--- config.mk ---
export PLATFORM = sky130hd
export DESIGN_NAME = am_source_scheduler
export DESIGN_NICKNAME = d
export VERILOG_FILES = /design/src/rtl/am_sched_pkg.sv /design/src/rtl/am_sched_pick.sv /design/src/rtl/am_source_scheduler.sv
export SDC_FILE = /design/constraint.sdc
export NUM_CORES = 1
export LEC_CHECK = 0
export ABC_AREA = 1
export CAP_MARGIN = 10
export CORE_ASPECT_RATIO = 1.5
export CORE_UTILIZATION = 26
export DETAILED_ROUTE_END_ITERATION = 10
export GPL_ROUTABILITY_DRIVEN = 0
export MAX_ROUTING_LAYER = met4
export SLEW_MARGIN = 40
export SYNTH_ARGS = -nofsm -noshare
export SYNTH_HDL_FRONTEND = slang
export SYNTH_SLANG_ARGS = --single-unit
--- constraint.sdc ---
create_clock -name clk -period 1.8 [get_ports clk]
set_clock_uncertainty 0.15 [all_clocks]
set_input_delay 0.18 -clock clk [delete_from_list [all_inputs] [get_ports clk]]
set_output_delay 0.18 -clock clk [all_outputs]
set_load 0.005 [all_outputs]
--- src/rtl/am_sched_pkg.sv ---
// rtl/am_sched_pkg.sv - shared types and widths for the AM source scheduler
package am_sched_pkg;

    localparam int SRC_ID_W = 1;
    localparam int SAMPLE_W = 8;

    typedef enum logic [1:0] {
        ST_IDLE   = 2'd0,
        ST_GRANT  = 2'd1,
        ST_SETTLE = 2'd2
    } sched_state_t;

endpackage

--- src/rtl/am_sched_pick.sv ---
// rtl/am_sched_pick.sv - combinational next-grant selector (round-robin or fixed priority)
module am_sched_pick
    import am_sched_pkg::*;
#(
    parameter int PRIO_MODE = 0
) (
    input  logic                prio_unused_tie,
    input  logic [SRC_ID_W-1:0] last_id,
    input  logic                s0_empty,
    input  logic                s1_empty,
    output logic                pick_valid,
    output logic [SRC_ID_W-1:0] pick_id
);

    logic [1:0]          w_avail;
    logic [SRC_ID_W-1:0] w_other;

    assign w_avail = {~s1_empty, ~s0_empty};
    assign w_other = ~last_id;

    always_comb begin
        pick_valid = |w_avail | (prio_unused_tie & 1'b0);
        pick_id    = '0;
        if (PRIO_MODE != 0) begin
            pick_id = w_avail[0] ? SRC_ID_W'(0) : SRC_ID_W'(1);
        end else begin
            // Prefer the source that did not hold the last grant.
            pick_id = w_avail[w_other] ? w_other : last_id;
        end
    end

endmodule

--- src/rtl/am_source_scheduler.sv ---
// rtl/am_source_scheduler.sv - bursts one of two sample FIFOs into the AM modulator with settle gaps
module am_source_scheduler
    import am_sched_pkg::*;
#(
    parameter int BURST_LEN     = 16,
    parameter int SETTLE_CYCLES = 2,
    parameter int STARVE_CYCLES = 64,
    parameter int PRIO_MODE     = 0
) (
    input  logic                clk,
    input  logic                rst,
    input  logic                enable,
    input  logic [SAMPLE_W-1:0] s0_sample,
    input  logic                s0_empty,
    output logic                s0_read,
    input  logic [SAMPLE_W-1:0] s1_sample,
    input  logic                s1_empty,
    output logic                s1_read,
    output logic [SAMPLE_W-1:0] m_sample,
    output logic                m_empty,
    input  logic                m_read,
    output logic                grant_valid,
    output logic [SRC_ID_W-1:0] grant_id,
    output logic                burst_done,
    output logic                starve_evt
);

    localparam int BCW = $clog2(BURST_LEN + 1);
    localparam int SCW = $clog2(SETTLE_CYCLES + 1);
    localparam int VCW = $clog2(STARVE_CYCLES + 1);

    sched_state_t        r_state;
    logic                r_grant_valid;
    logic [SRC_ID_W-1:0] r_grant_id;
    logic [SRC_ID_W-1:0] r_last_id;
    logic                r_burst_done;
    logic                r_starve_evt;
    logic [BCW-1:0]      r_burst_cnt;
    logic [SCW-1:0]      r_settle_cnt;
    logic [VCW-1:0]      r_starve_cnt;

    logic                w_in_grant;
    logic                w_gnt_empty;
    logic                w_oth_empty;
    logic                w_fwd;
    logic                w_starving;
    logic [SRC_ID_W-1:0] w_pick_last;
    logic                w_pick_valid;
    logic [SRC_ID_W-1:0] w_pick_id;

    assign w_in_grant  = (r_state == ST_GRANT);
    assign w_gnt_empty = r_grant_id[0] ? s1_empty : s0_empty;
    assign w_oth_empty = r_grant_id[0] ? s0_empty : s1_empty;
    assign w_fwd       = w_in_grant & m_read & ~w_gnt_empty;
    assign w_starving  = w_in_grant & w_gnt_empty & ~w_oth_empty;

    // The last SETTLE cycle picks as if last_id were already updated.
    assign w_pick_last = (r_state == ST_SETTLE) ? r_grant_id : r_last_id;

    assign s0_read     = w_fwd & ~r_grant_id[0];
    assign s1_read     = w_fwd &  r_grant_id[0];
    assign m_sample    = r_grant_id[0] ? s1_sample : s0_sample;
    assign m_empty     = ~w_in_grant | w_gnt_empty;
    assign grant_valid = r_grant_valid;
    assign grant_id    = r_grant_id;
    assign burst_done  = r_burst_done;
    assign starve_evt  = r_starve_evt;

    am_sched_pick #(
        .PRIO_MODE(PRIO_MODE)
    ) u_pick (
        .prio_unused_tie(1'b0),
        .last_id        (w_pick_last),
        .s0_empty       (s0_empty),
        .s1_empty       (s1_empty),
        .pick_valid     (w_pick_valid),
        .pick_id        (w_pick_id)
    );

    always_ff @(posedge clk) begin
        if (rst) begin
            r_state       <= ST_IDLE;
            r_grant_valid <= 1'b0;
            r_grant_id    <= '0;
            r_last_id     <= SRC_ID_W'(1);
            r_burst_done  <= 1'b0;
            r_starve_evt  <= 1'b0;
            r_burst_cnt   <= '0;
            r_settle_cnt  <= '0;
            r_starve_cnt  <= '0;
        end else begin
            r_burst_done <= 1'b0;
            r_starve_evt <= 1'b0;
            case (r_state)
                ST_IDLE: begin
                    if (enable && w_pick_valid) begin
                        r_state       <= ST_GRANT;
                        r_grant_valid <= 1'b1;
                        r_grant_id    <= w_pick_id;
                        r_burst_cnt   <= '0;
                        r_starve_cnt  <= '0;
                    end
                end
                ST_GRANT: begin
                    // Burst completion outranks starvation and disable.
                    if (w_fwd && r_burst_cnt == BCW'(BURST_LEN - 1)) begin
                        r_burst_cnt  <= r_burst_cnt + 1'b1;
                        r_burst_done <= 1'b1;
                        r_state      <= ST_SETTLE;
                        r_settle_cnt <= '0;
                    end else if (w_starving && r_starve_cnt == VCW'(STARVE_CYCLES - 1)) begin
                        r_starve_cnt <= r_starve_cnt + 1'b1;
                        r_starve_evt <= 1'b1;
                        r_state      <= ST_SETTLE;
                        r_settle_cnt <= '0;
                    end else begin
                        if (w_fwd) begin
                            r_burst_cnt <= r_burst_cnt + 1'b1;
                        end
                        r_starve_cnt <= w_starving ? r_starve_cnt + 1'b1 : '0;
                        if (!enable) begin
                            r_state      <= ST_SETTLE;
                            r_settle_cnt <= '0;
                        end
                    end
                end
                ST_SETTLE: begin
                    if (r_settle_cnt == SCW'(SETTLE_CYCLES - 1)) begin
                        r_last_id <= r_grant_id;
                        if (enable && w_pick_valid) begin
                            r_state      <= ST_GRANT;
                            r_grant_id   <= w_pick_id;
                            r_burst_cnt  <= '0;
                            r_starve_cnt <= '0;
                        end else begin
                            r_state       <= ST_IDLE;
                            r_grant_valid <= 1'b0;
                        end
                    end else begin
                        r_settle_cnt <= r_settle_cnt + 1'b1;
                    end
                end
                default: r_state <= ST_IDLE;
            endcase
        end
    end

endmodule

==> flow_summary.json, run 1 <==
{
  "status": "complete, but fails checks",
  "violations": "design-rule violations",
  "antenna_found_initial": 0,
  "rows": 30,
  "static-leakage-power_nw": 0.876,
  "grt_max_degree": 14,
  "layout-drive-gt1-share": 0.179,
  "min_path_type": "register to register",
  "root_buffer": "clkbuf_8",
  "worstSetupPathType": "register to register",
  "die_w_um": 57.9,
  "hold_viol_final": 0,
  "synth_top_area_share": 0.345,
  "r2r_start": "r_burst_cnt[0]",
  "cts_tree": "built",
  "grt_pass1_wl_um": 5390,
  "crit_top_cell": "nand2_1",
  "multi_input_area_sq_um": 718,
  "slowest_stage": "dfxtp_2",
  "use_met3": 0.0106,
  "fin_util": 0.406,
  "cp_max_fo": 7,
  "use_met2": 0.241,
  "synthXorXnorAreaFrac": 0.00718,
  "routedWlPerCell_um": 10.4,
  "dieArea_sq_um": 4980,
  "peakVddDrop_v": 0.000263,
  "setup_viol": 0,
  "slew_violations": 0,
  "grt-busiest-layer": "met2",
  "antenna_left": 0,
  "synth_most_common_cell": "nand2_1",
  "area_growth_pct": 50.1,
  "final-seq-area_sq_um": 429,
  "vias_per_cell": 4.56,
  "core_sq_um": 4500,
  "syn_inst": 189,
  "critPathLaunch": "r_burst_cnt[0]",
  "min_period_ns": 1.64,
  "path_clk_slew_ns": 0.09,
  "die_y_um": 85.9,
  "route.detailed.drc": 1,
  "synth_top_family_by_area": "simple AND/OR/NAND/NOR gates",
  "crit_chain": "ha_1, nand2_1, nor2_1, ha_1, nand3_2, nand2_1, nand2_1, nand2_4, nand2_1, a21oi_1",
  "synth_mux_area_frac": 0,
  "synth_adder_area_share": 0.0410,
  "required_ns": 1.85,
  "grt_pass1_vias": 1229,
  "io_buffer_count": 36,
  "synth_edf_count": 0,
  "syn_avg_cell_area_sq_um": 6.45,
  "synth_compound_area_frac": 0.130,
  "ys_ff_latch": 21,
  "crit_path_end_kind": "register",
  "timing.setup.tns_ns": 0,
  "initial_core_util": 0.271,
  "numCtsBuffers": 3,
  "hold_buffers": 0,
  "drt_first_pass_iters": 7,
  "yosys.area_share.simple": 0.400,
  "crit_arrival_ns": 1.69,
  "drtIter0Drc": 23,
  "post_synth_main_area_contributors": "dfxtp_1 (34%), nand2_1 (19%), a21oi_1 (6.2%)",
  "boundaryPins": 37,
  "grt.total_usage": 0.141,
  "power_per_cell_area_nw_per_um2": 645,
  "worstSetupStartpointType": "register",
  "use_met1": 0.167,
  "nets": 267,
  "rsz0062_at_grt": "yes",
  "finalCritPeriodShare": 0.912,
  "synthesis.area_sq_um": 1220,
  "hp-start": "r_starve_cnt[6]",
  "clkLatencyLatePin_ns": 0.27,
  "synthArstFlopShare": 0,
  "cts_sinks": 21,
  "synth_ff_type": "dfxtp_1",
  "max-cap-violations": 0,
  "vias": 1312,
  "ys_types": 25,
  "max_stage_delay_ns": 0.36,
  "detail_route.wirelength_um": 2990,
  "grt-ovfl-total": 0,
  "seq_area_frac_synth": 0.345,
  "synth_top_cell_by_area": "dfxtp_1",
  "clk_path_buf_depth": 2,
  "ys_warn_count": 0,
  "hpwl_um": 2380,
  "filler_cell_count": 479,
  "relSlewSlack": 0.819,
  "syn_nets": 215,
  "fmax_mhz": 609,
  "antenna_cells": 0,
  "htreeDepth": 1,
  "netlist_top_cells_count": "nand2_1 (62), dfxtp_1 (21), inv_1 (17), a21oi_1 (15), nor2_1 (14)",
  "worst_slew_pin_slew_ns": 0.271
}
-- logic make-up after synthesis --
kind of cell,count (synthesis)
AO/OA/AOI/OAI,29
AND/OR/NAND/NOR,109
adder cells (fa/ha/maj),4
buffers and inverters,25
XOR/XNOR,1
flip-flops,21
-- cells in the final DEF (no fill, tap or decap), types with 2 or more instances in the layout --
cell type	n
nand2_2	6
o211ai_1	2
dlymetal6s2s_1	9
a22oi_1	3
nand2_4	2
dfxtp_1	16
a21oi_1	15
nand3_1	12
inv_2	3
dlygate4sd2_1	2
nor2_1	14
clkbuf_8	3
ha_1	4
or2_2	4
inv_1	17
o21ai_0	7
nand4_1	2
dfxtp_2	4
buf_4	13
nand2_1	61
nand3_2	2
clkdlybuf4s50_1	25
or2_0	2
-- stage by stage --
| stage | hold slack [ns] | worst slack (ns) | power, W | area (sq um) | instances |
|---|---|---|---|---|---|
| floorplan | 0.0991 | 0.310 | 0.000685 | 1220 | 189 |
| global placement | 0.301 | -0.0574 | 0.000855 | 1720 | 282 |
| detailed placement | 0.306 | -0.0544 | 0.000855 | 1720 | 282 |
| CTS | 0.318 | 0.0101 | 0.00119 | 1800 | 288 |
| global route | 0.355 | -0.00273 | 0.00126 | 1830 | 288 |
| finish | 0.318 | 0.158 | 0.00118 | 1830 | 288 |
-- state kept, by name, summed over array words and instances, names as in the netlist --
| signal | count |
|---|---|
| r_state | 2 |
| starve_evt | 1 |
| r_starve_cnt | 7 |
| grant_valid | 1 |
| r_last_id | 1 |
| r_settle_cnt | 2 |
| grant_id | 1 |
| r_burst_cnt | 5 |
| burst_done | 1 |
-- worst max-delay path: cells and delay by family (launching register included) --
family / cells / cell delay [ns]
compound gates: 1 / 0.12
flops: 1 / 0.36
simple gates: 7 / 0.63
fa+ha+maj: 2 / 0.34
-- worst paths after layout --
check                     to  slack, ns  cells past startpoint
max          r_starve_cnt[2]       0.16                     10
min          r_starve_cnt[6]       0.32                      2
max reg2reg  r_starve_cnt[2]       0.16                     10
min reg2reg  r_starve_cnt[6]       0.32                      2
-- final cells by class --
type,count,area share
Multi-Input combinational cell,143,0.392
Inverter,22,0.0465
Tap cell,48,0.0328
Sequential cell,21,0.234
Clock buffer,3,0.0226
Timing Repair Buffer,50,0.267
Clock inverter,1,0.00410
-- routing by layer --
layer  up-vias  share of wire
met5         -              0
met4         0          0.016
met3         4          0.039
met2        41           0.50
met1       560           0.44
li1        707              -
-- report_power, final --
group / switching (W) / internal [W] / total, W / leakage [nW]
sequential: 0.0000228 / 0.000494 / 0.000517 / 0.173
combinational: 0.000162 / 0.000173 / 0.000336 / 0.681
clock: 0.000173 / 0.000157 / 0.000329 / 0.0217
-- repair_timing --
item	CTS	global route
endpoints found under the setup margin	11	16
gates cloned	1	0
endpoints found under the hold margin	0	0
resized for setup	11	12
setup buffers	1	0
No activity file was read; power rests on OpenSTA's default activity.
==> run 2: changes to the inputs <==
CTS_CLUSTER_SIZE = 25   (was unset)
==> results of run 2 <==
Final layout, timing and power as in run 1 (identical DEF).
